### src/rtl/fsm_com.sv
// fsm_com: Moore command controller for the front panel.
//   A start request (N rising edge) latches the mode code T and arms the block.
//   Releasing N enters RUN, where D/I step a 4-bit position by +/-mode.
//   RUN falls back to IDLE on N (stop) or after IDLE_TIMEOUT quiet cycles.
//   Conflicting D and I, or a start with T=00, enters ERROR.
// Ports:
//   clk         rising-edge system clock
//   reset       asynchronous, active-low reset
//   D, I        step right / step left (level, one step per cycle)
//   N           start/stop request
//   T[1:0]      mode code (00 is invalid)
//   LCD[3:0]    position, or 4'hF in ERROR
//   Gen[1:0]    latched mode in RUN, 11 in ERROR, else 00
//   LV, LR      green LED (RUN) / red LED (IDLE, ERROR)
module fsm_com #(
  parameter int IDLE_TIMEOUT = 64
) (
  input  logic       clk,
  input  logic       reset,
  input  logic       D,
  input  logic       I,
  input  logic       N,
  input  logic [1:0] T,
  output logic [3:0] LCD,
  output logic [1:0] Gen,
  output logic       LV,
  output logic       LR
);

  localparam int TMO_W = $clog2(IDLE_TIMEOUT) + 1;
  localparam logic [TMO_W-1:0] TMO_LAST = TMO_W'(IDLE_TIMEOUT - 1);

  typedef enum logic [1:0] {
    S_IDLE  = 2'b00,
    S_ARM   = 2'b01,
    S_RUN   = 2'b10,
    S_ERROR = 2'b11
  } state_e;

  state_e           state_q, state_d;
  logic [3:0]       pos_q, pos_d;
  logic [1:0]       mode_q, mode_d;
  logic [TMO_W-1:0] tmo_q, tmo_d;
  logic             n_prev_q, n_prev_d;

  logic n_rise;
  assign n_rise = N & ~n_prev_q;

  always_ff @(posedge clk or negedge reset) begin
    if (!reset) begin
      state_q  <= S_IDLE;
      pos_q    <= 4'd0;
      mode_q   <= 2'd0;
      tmo_q    <= '0;
      n_prev_q <= 1'b0;
    end else begin
      state_q  <= state_d;
      pos_q    <= pos_d;
      mode_q   <= mode_d;
      tmo_q    <= tmo_d;
      n_prev_q <= n_prev_d;
    end
  end

  always_comb begin
    state_d  = state_q;
    pos_d    = pos_q;
    mode_d   = mode_q;
    tmo_d    = tmo_q;
    n_prev_d = N;
    unique case (state_q)
      S_IDLE: begin
        // Only a fresh N edge starts, so N held through a stop cannot re-arm.
        if (n_rise) begin
          if (T != 2'b00) begin
            mode_d  = T;
            pos_d   = 4'd0;
            state_d = S_ARM;
          end else begin
            state_d = S_ERROR;
          end
        end
      end
      S_ARM: begin
        // Conflicting step commands take precedence over the N release.
        if (D && I) begin
          state_d = S_ERROR;
        end else if (!N) begin
          tmo_d   = '0;
          state_d = S_RUN;
        end
      end
      S_RUN: begin
        if (N) begin
          state_d = S_IDLE;
        end else if (D && I) begin
          state_d = S_ERROR;
        end else if (D) begin
          pos_d = pos_q + {2'b00, mode_q};
          tmo_d = '0;
        end else if (I) begin
          pos_d = pos_q - {2'b00, mode_q};
          tmo_d = '0;
        end else if (tmo_q == TMO_LAST) begin
          state_d = S_IDLE;
        end else begin
          tmo_d = tmo_q + 1'b1;
        end
      end
      S_ERROR: begin
        if (!D && !I && !N && T == 2'b00) begin
          pos_d   = 4'd0;
          state_d = S_IDLE;
        end
      end
      default: state_d = S_IDLE;
    endcase
  end

  // Output decode uses registered values only.
  always_comb begin
    LCD = pos_q;
    Gen = 2'b00;
    LV  = 1'b0;
    LR  = 1'b0;
    unique case (state_q)
      S_IDLE:  LR = 1'b1;
      S_ARM:   ;
      S_RUN: begin
        Gen = mode_q;
        LV  = 1'b1;
      end
      S_ERROR: begin
        LCD = 4'hF;
        Gen = 2'b11;
        LR  = 1'b1;
      end
      default: ;
    endcase
  end

endmodule

### config.mk
export PLATFORM = sky130hd
export DESIGN_NAME = fsm_com
export DESIGN_NICKNAME = d
export VERILOG_FILES = /design/src/rtl/fsm_com.sv
export SDC_FILE = /design/constraint.sdc
export NUM_CORES = 1
export LEC_CHECK = 0
export ABC_AREA = 1
export CORE_MARGIN = 1
export CORE_UTILIZATION = 40
export CTS_BUF_LIST = sky130_fd_sc_hd__clkbuf_4 sky130_fd_sc_hd__clkbuf_8
export DETAILED_ROUTE_END_ITERATION = 7
export PLACE_DENSITY = 0.6
export SYNTH_ARGS = -nofsm -noshare
export SYNTH_HDL_FRONTEND = slang
export SYNTH_SLANG_ARGS = --single-unit
### constraint.sdc
create_clock -name clk -period 1.86 [get_ports clk]
set_input_delay 0.465 -clock clk [delete_from_list [all_inputs] [get_ports clk]]
set_output_delay 0.465 -clock clk [all_outputs]
set_load 0.01 [all_outputs]
# [Yosys cells after proc, flatten, opt, wreduce, memory -nomap -nowiden]
# Index checks and enable logic that the tools add are counted.
[totals] ff_bits=16 in_bits=7 out_inout_bits=8 elab_cells=75
[classes] n_addsub=3 n_eq_ne=17 mux=31 bitwise_logic=2 n_reduce_logical=17
[ops] operator="$mux W7" n=7
[ops] operator="$mux W4" n=8
[ops] operator="$mux W2" n=10
[ops] operator="$ne A4 B4 Y1 const B" n=4
[ops] operator="$ne A2 B2 Y1 const B" n=7
[ops] operator="$pmux W7 S2" n=1
[ops] operator="$pmux W4 S3" n=1
[ops] operator="$reduce_and A6 Y1" n=2
[ops] operator="$pmux W2 S4" n=1
[ops] operator="$add A7 B1 Y7 const B" n=1
[ops] operator="$eq A7 B6 Y1 const B" n=1
[ops] operator="$reduce_and A7 Y1" n=1
[ops] operator="$ne A3 B3 Y1 const B" n=2
[ops] operator="$add A4 B2 Y4" n=1
[ops] operator="$eq A2 B2 Y1 const B" n=2
[ops] operator="$logic_and A1 B1 Y1" n=4
[ops] operator="$logic_not A2 Y1" n=2
[ops] operator="$pmux W2 S2" n=1
[ops] operator="$reduce_bool A2 Y1" n=2
[ops] operator="$sub A4 B2 Y4" n=1
[ops] operator="$logic_not A1 Y1" n=3
[ops] operator="$reduce_and A3 Y1" n=1
[ops] operator="$reduce_bool A3 Y1" n=1
[ops] operator="$eq A2 B1 Y1 const B" n=1
[ops] operator="4 further kinds" n=5

# [Logic depth before layout (Yosys ltp)]
# Gate-level depths: netlist of run 1.
[logic_depth] ltp_word=7 mapped_depth=12 depth_no_buf=12

# [Worst setup path after synthesis of run 1]
# OpenSTA, ideal clock, no wires.
[synth_path] kind="flip-flop to flip-flop" startpoint="register mode_q[0]" endpoint="register pos_q[2]" setup_time_ns=0.077 arrival_ns=1.646 t_required_ns=1.783 slack_ns=0.137 stages_incl_launch_ff=10 n_path_buf=0 period_less_slack_ns=1.723 cell_sequence="dfrtp_1 inv_1 ha_1 inv_1 o21ai_0 inv_1 fa_1 xnor2_1 nand2_1 o21ai_1"
[synth_via] elab_chain_len=6 elab_cells_between_ends=7 cone_classes="2 x add/sub; 5 x mux"
[synth_lines] element="from (decl)" line_no="42" text="logic [1:0] mode_q, mode_d;"
[synth_lines] element="from (signal assigned)" line_no="59" text="mode_q <= mode_d;"
[synth_lines] element="$sub A4 B2 Y4" line_no="102" text="pos_d = pos_q - {2'b00, mode_q};"
[synth_lines] element="$mux W4" line_no="101" text="end else if (I) begin"
[synth_lines] element="$mux W4 *" line_no="98" text="end else if (D) begin"
[synth_lines] element="$mux W4 *" line_no="96" text="end else if (D && I) begin"
[synth_lines] element="$mux W4 *" line_no="94" text="if (N) begin"
[synth_lines] element="$pmux W4 S3 *" line_no="71" text="unique case (state_q)"
[synth_lines] element="to (signal assigned)" line_no="58" text="pos_q <= pos_d;"
[synth_lines] element="to (decl)" line_no="41" text="logic [3:0] pos_q, pos_d;"
# Every way passes the cells marked *; elsewhere a longest branch is shown, timed or not. The select of a mux whose other input is x is not followed.
# A chain may end at the register's enable or synchronous reset.

# [Final worst setup path of run 1]
[layout_path] startpoint="register state_q[0]" endpoint="output port LCD[0]"
[layout_via] elab_chain_len=2
[layout_lines] element="from (decl)" line_no="40" text="state_e state_q, state_d;"
[layout_lines] element="from (signal assigned)" line_no="57" text="state_q <= state_d;"
[layout_lines] element="$eq A2 B2 Y1" line_no="126" text="unique case (state_q)"
[layout_lines] element="$mux W4" line_no="126"
[layout_lines] element="to (decl)" line_no="24" text="output logic [3:0] LCD,"
# No other way between the ends.

==> impl_metrics.env, run 1 <==
export IMPL_outcome="finished with violations"
export IMPL_violations="design-rule violations"
export IMPL_crit_reg2reg_launch="mode_q[0]"
export IMPL_cp_common_cell="buf_6"
export IMPL_max_freq_ghz=0.541
export IMPL_grt_busiest_layer="met2"
export IMPL_wl_um=2750
export IMPL_async_flop_share_pct=100
export IMPL_totalPowerFinal_mw=2.21
export IMPL_yosysMostFrequentCell="nand2_1"
export IMPL_post_route_min_period_ps=1850
export IMPL_ctsRootBufferMaster="clkbuf_4"
export IMPL_start_util_pct=43.3
export IMPL_wl_per_cell_um=11.3
export IMPL_final_util_pct=58.5
export IMPL_clkSinkCount=16
export IMPL_instances_no_fill=243
export IMPL_cts_tree="built"
export IMPL_ctsHtreeMaxLevel=1
export IMPL_critPathCapture="LCD[0]"
export IMPL_cp_required_ps=1390
export IMPL_rows=19
export IMPL_drive_gt1_share_pct=30.7
export IMPL_vias=1174
export IMPL_cts_inserted_buffers=3
export IMPL_syn_nets=189
export IMPL_use_met1_pct=24.4
export IMPL_maxCapViolCount=0
export IMPL_area_growth_pct=35.0
export IMPL_cp_slowest_cell="dfrtp_1"
export IMPL_met3_usage_pct=2.72
export IMPL_p_leak_nw=0.868
export IMPL_gp_congestion=0.824
export IMPL_io_pins=15
export IMPL_worstPathArrival_ps=1380
export IMPL_reg2reg_depth=9
export IMPL_worstPathMaxFanout=4
export IMPL_reg2reg_slack_ps=120
export IMPL_critPathCaptureType="output port"
export IMPL_crit_chain="ha_4 -> buf_6 -> or2_4 -> buf_6"
export IMPL_max_slew_margin_pct=85.2
export IMPL_finalSetupTns_ps=0
export IMPL_finalCritPeriodShare_pct=99.4
export IMPL_synth_seq_area_share_pct=32.7
export IMPL_nets=232
export IMPL_ant_nets=0
export IMPL_synth_top_area_share_pct=32.7
export IMPL_yosys_top_cells_area="dfrtp_1, nand2_1, ha_1"
export IMPL_critPathKind="flip-flop to output port"
export IMPL_io_buffers=14
export IMPL_use_met2_pct=31.6
export IMPL_yosysUniqueCellTypes=24
export IMPL_clockBufferDepth=2
export IMPL_place_inst=233
export IMPL_ys_warn_count=0
export IMPL_ys_flop_type="dfrtp_1"
export IMPL_postSynthCellCount=170
export IMPL_worstReg2RegEnd="pos_q[2]"
export IMPL_final_hold_viol_count=0
export IMPL_ys_seq_elements=16
export IMPL_grt_ovfl_total=0
export IMPL_setup_violations_final=0
export IMPL_first_iter_violations=29
export IMPL_core_region_area_um2=2830
export IMPL_grt_pass1_wl_um=4800
export IMPL_die_h_um=57.4
export IMPL_peakVddDrop_uv=810
export IMPL_insertion_delay_ps=290
export IMPL_placed_area_um2=1540
export IMPL_slowest_delay_ps=440
export IMPL_setup_slack_ps=11.3
export IMPL_clk_pin_slew_ps=100
export IMPL_synth_top_cell_by_area="dfrtp_1"
export IMPL_design_area_um2=1660
export IMPL_cp_startpoint="state_q[0]"
export IMPL_postCtsHoldBufs=0
export IMPL_worstSetupStartpointType="flip-flop"
export IMPL_grt_use_total_pct=18.9
export IMPL_post_drt_via_cell_ratio=4.83
export IMPL_netlist_area_um2=1230
export IMPL_drtPass1Iterations=6
export IMPL_synth_common_cells="nand2_1, inv_1, nor2_1, dfrtp_1"
export IMPL_skew_ps=6.28
export IMPL_drc=6
export IMPL_hold_class="input port to asynchronous set/reset pin"
export IMPL_worstMarginPinSlew_ps=222
export IMPL_die_area_um2=3290
export IMPL_antenna_cells=0
export IMPL_hpwl_um=2170
export IMPL_rsz0062_at_grt="true"
export IMPL_holdWs_ps=494
export IMPL_die_w_um=57.4
export IMPL_place_ws_ps=-232
export IMPL_grt_pass1_vias=1124
export IMPL_final_max_slew_viol_count=0
export IMPL_p_per_area_nw_per_um2=1330
export IMPL_grt_max_degree=17
export IMPL_antenna_found_initial=0
export IMPL_syn_avg_cell_area_um2=7.21
export IMPL_synth_edf_count=0
[worst min-delay path by stage]
stage	start	end	slack, ps	depth (start not counted)
final	reset	pos_q[2]	490	2
after global routing	reset	pos_q[2]	500	2
after CTS	reset	pos_q[2]	500	2
after detailed placement	tmo_q[6]	tmo_q[6]	490	2
after global placement	tmo_q[6]	tmo_q[6]	490	2
after floorplan	reset	mode_q[0]	170	0
[sequential cells by signal, indices dropped and copies added, names as in the netlist]
signal    cells
state_q       2
tmo_q         7
pos_q         4
mode_q        2
n_prev_q      1
[critical path: cells and delay by family (launching register included)]
kind	cells	cell delay, ps
simple gates	1	220
fa+ha+maj	1	200
buf+inv	2	240
flops	1	440
[per-layer routing]
| metal | vias up | wire (um) | part of all wire [%] |
|---|---|---|---|
| li1 | 624 | - | - |
| met2 | 12 | 1360 | 49 |
| met1 | 536 | 1300 | 47 |
| met4 | 0 | 17 | 0.62 |
| met3 | 2 | 77 | 2.8 |
| met5 | - | 0 | 0 |
[timing repair]
item / 4_1_cts / 5_1_grt
endpoints found under the setup margin: 8 / 11
hold endpoints to repair: 0 / 0
setup buffers: 3 / 3
gates resized for setup: 30 / 16
pin swaps: 1 / 3
[where the power goes]
| group | total (mW) | switching [mW] | internal (mW) |
|---|---|---|---|
| registers | 0.498 | 0.0688 | 0.429 |
| clock network | 0.236 | 0.117 | 0.119 |
| logic | 1.47 | 0.761 | 0.711 |
| total | 2.21 | 0.947 | 1.26 |
[cells by family after synthesis]
family | count (synthesis) | synth area share, %
AND/OR/NAND/NOR | 92 | 34.6
AO/OA/AOI/OAI | 22 | 9.90
flip-flops | 16 | 32.7
adder cells (fa/ha/maj) | 12 | 12.9
XOR/XNOR | 1 | 0.714
buffers and inverters | 27 | 9.29
[cell type report]
cell class,count,area (um^2)
sequential,16,400
multi-input combinational,127,758
tap,31,38.8
inverter,26,103
clock buffer,4,36.3
fill,274,1170
timing repair buffer,39,319
[cells in the final DEF (no fill, tap or decap), types with 2 or more instances in the layout]
cell              n
inv_2             7
nand2_1          45
nand2_4           2
inv_4             2
buf_2             4
nand3_2           2
or2_4             2
nor2_2            5
nor2_1           20
o21ai_1           3
a21oi_1           6
ha_4              3
nand4_1           2
nand3_1          10
buf_4            23
clkdlybuf4s50_1   5
o21ai_0           9
clkbuf_4          3
buf_6             4
inv_1            17
o21ai_2           3
nand2_2           2
dfrtp_1          16
ha_1              8
No activity file was read; power rests on OpenSTA's default activity.
==> run 2: changes to the inputs <==
--- a/config.mk
+++ b/config.mk
@@ -6,10 +6,12 @@
 export NUM_CORES = 1
 export LEC_CHECK = 0
 export ABC_AREA = 1
+export CORE_ASPECT_RATIO = 0.9
 export CORE_MARGIN = 1
 export CORE_UTILIZATION = 40
 export CTS_BUF_LIST = sky130_fd_sc_hd__clkbuf_4 sky130_fd_sc_hd__clkbuf_8
 export DETAILED_ROUTE_END_ITERATION = 7
+export GPL_TIMING_DRIVEN = 1
 export PLACE_DENSITY = 0.6
 export SYNTH_ARGS = -nofsm -noshare
 export SYNTH_HDL_FRONTEND = slang
==> run 2 against run 1 <==
  * The run now ends clean
  * Combinational power increased by 8%
  * Clock power is 3% higher
  * Count of clock-buffer cells in the layout did not move
  * Flip-flop and latch count stayed put
  * Critical endpoint is now LR
==> impl_metrics.env, run 2 (synthesis results as in run 1) <==
export IMPL_largest_reg_flops=7
export IMPL_worstSetupStartpointType="flip-flop"
export IMPL_die_w_um=60.4
export IMPL_cp_required_ps=1390
export IMPL_reg2reg_slack_ps=100
export IMPL_p_per_area_nw_per_um2=1390
export IMPL_finalCritPeriodShare_pct=98.9
export IMPL_nFillCells=273
export IMPL_worstPathArrival_ps=1370
export IMPL_crit_reg2reg_launch="mode_q[1]"
export IMPL_grt_max_degree=17
export IMPL_skew_ps=9.22
export IMPL_reg_top3="tmo_q: 7 flops, pos_q: 4 flops"
export IMPL_hold_class="input port to asynchronous set/reset pin"
export IMPL_post_drt_via_cell_ratio=4.75
export IMPL_rsz0062_at_grt="true"
export IMPL_antenna_found_initial=0
export IMPL_cp_common_cell="buf_6"
export IMPL_clockBufferDepth=2
export IMPL_die_h_um=54.5
export IMPL_first_iter_violations=30
export IMPL_nets=229
export IMPL_cts_tree="built"
export IMPL_crit_chain="buf_6 -> inv_4 -> buf_6 -> ha_4 -> inv_2 -> buf_6"
export IMPL_insertion_delay_ps=300
export IMPL_grt_pass1_wl_um=4780
export IMPL_antenna_cells=0
export IMPL_wl_um=2850
export IMPL_final_max_slew_viol_count=0
export IMPL_wl_per_cell_um=11.4
export IMPL_setup_violations_final=0
export IMPL_holdWs_ps=472
export IMPL_slowest_delay_ps=430
export IMPL_drtPass1Iterations=4
export IMPL_worstPathMaxFanout=2
export IMPL_largest_register="tmo_q"
export IMPL_grt_ovfl_total=0
export IMPL_p_leak_nw=0.857
export IMPL_cts_inserted_buffers=3
export IMPL_post_route_min_period_ps=1840
export IMPL_rows=18
export IMPL_ctsRootBufferMaster="clkbuf_4"
export IMPL_reg2reg_depth=9
export IMPL_outcome="finished, final reports clean"
export IMPL_drive_gt1_share_pct=33.5
export IMPL_start_util_pct=43.2
export IMPL_hpwl_um=2070
export IMPL_die_area_um2=3290
export IMPL_worstMarginPinSlew_ps=222
export IMPL_final_common_cell="nand2_1"
export IMPL_peakVddDrop_uv=757
export IMPL_grt_pass1_vias=1139
export IMPL_drc=0
export IMPL_max_slew_margin_pct=85.2
export IMPL_clk_pin_slew_ps=110
export IMPL_ctsHtreeMaxLevel=1
export IMPL_critPathCaptureType="output port"
export IMPL_worstReg2RegEnd="pos_q[1]"
export IMPL_gp_congestion=0.795
export IMPL_io_pins=15
export IMPL_grt_use_total_pct=20.0
export IMPL_vias=1183
export IMPL_maxCapViolCount=0
export IMPL_core_region_area_um2=2840
export IMPL_io_buffers=14
export IMPL_cp_slowest_cell="dfrtp_1"
export IMPL_clkSinkCount=16
export IMPL_finalSetupTns_ps=0
export IMPL_final_hold_viol_count=0
export IMPL_area_growth_pct=37.2
export IMPL_ant_nets=0
export IMPL_mostFrequentLayoutCells="nand2_1, nor2_1, buf_4"
export IMPL_critPathKind="flip-flop to output port"
export IMPL_max_freq_ghz=0.544
[run 2: changes by cell type in the layout (fill, tap and decap cells not counted), moves of 2 or more]
| cell | previous run | this run |
|---|---|---|
| o21ai_2 | 3 | 5 |
| buf_6 | 4 | 6 |
| inv_1 | 17 | 14 |
| buf_4 | 23 | 18 |
| inv_4 | 2 | 5 |
[run 2: cell type report]
cell class                      instances  area (um^2)  share of cell area [%]
Multi-Input combinational cell        127          782                    46.5
Clock buffer                            4         36.3                    2.16
Inverter                               26          110                    6.54
Tap cell                               40         50.0                    2.97
Sequential cell                        16          400                    23.8
Timing Repair Buffer                   36          304                    18.1
[run 2: worst max path at each step]
stage / startpoint / endpoint / slack [ps] / cells past startpoint
global route: mode_q[1] / pos_q[3] / -30 / 13
detailed placement: D / pos_q[2] / -300 / 7
floorplan: mode_q[0] / pos_q[2] / 140 / 9
finish: state_q[0] / LR / 20 / 6
CTS: state_q[0] / Gen[1] / 0.8 / 6
global placement: D / pos_q[2] / -230 / 7
[run 2: power breakdown]
group,total (mW),internal [mW],switching (mW),leakage [nW]
sequential,0.505,0.429,0.0752,0.210
clock,0.243,0.119,0.124,0.0210
combinational,1.59,0.766,0.821,0.626
total,2.34,1.32,1.02,0.857
[run 2: critical path, delay by kind of cell (launching register included)]
kind                     cells  cell delay (ps)
flip-flops                   1              430
buffers and inverters        5              410
adder cells (fa/ha/maj)      1              250
[run 2: what timing repair did]
action	in CTS	in global routing
resized for setup	38	21
buffers inserted	6	4
pin swaps	1	8
hold buffers	0	0
setup endpoints to repair	10	9
[run 2: layer usage]
layer / global-route usage, % / part of all wire, % / routed length, um / vias to the layer above
met5: 0 / 0 / 0 / -
met4: 12.4 / 3.7 / 104 / 0
met3: 4.49 / 2.8 / 80 / 12
met2: 33.7 / 48 / 1370 / 22
met1: 23.0 / 45 / 1290 / 539
li1: - / - / - / 610
[run 2: metrics by stage]
| stage | worst slack [ps] | power (mW) | utilization [%] | area, um^2 | instances |
|---|---|---|---|---|---|
| after floorplan | 137 | 1.27 | - | 1230 | 170 |
| after global placement | -229 | 1.74 | 52.7 | 1500 | 235 |
| after detailed placement | -299 | 1.76 | 52.7 | 1500 | 235 |
| after CTS | 0.796 | 2.10 | 56.4 | 1600 | 245 |
| after global routing | -33.0 | 2.54 | 59.3 | 1680 | 249 |
| final | 20.1 | 2.34 | 59.3 | 1680 | 249 |
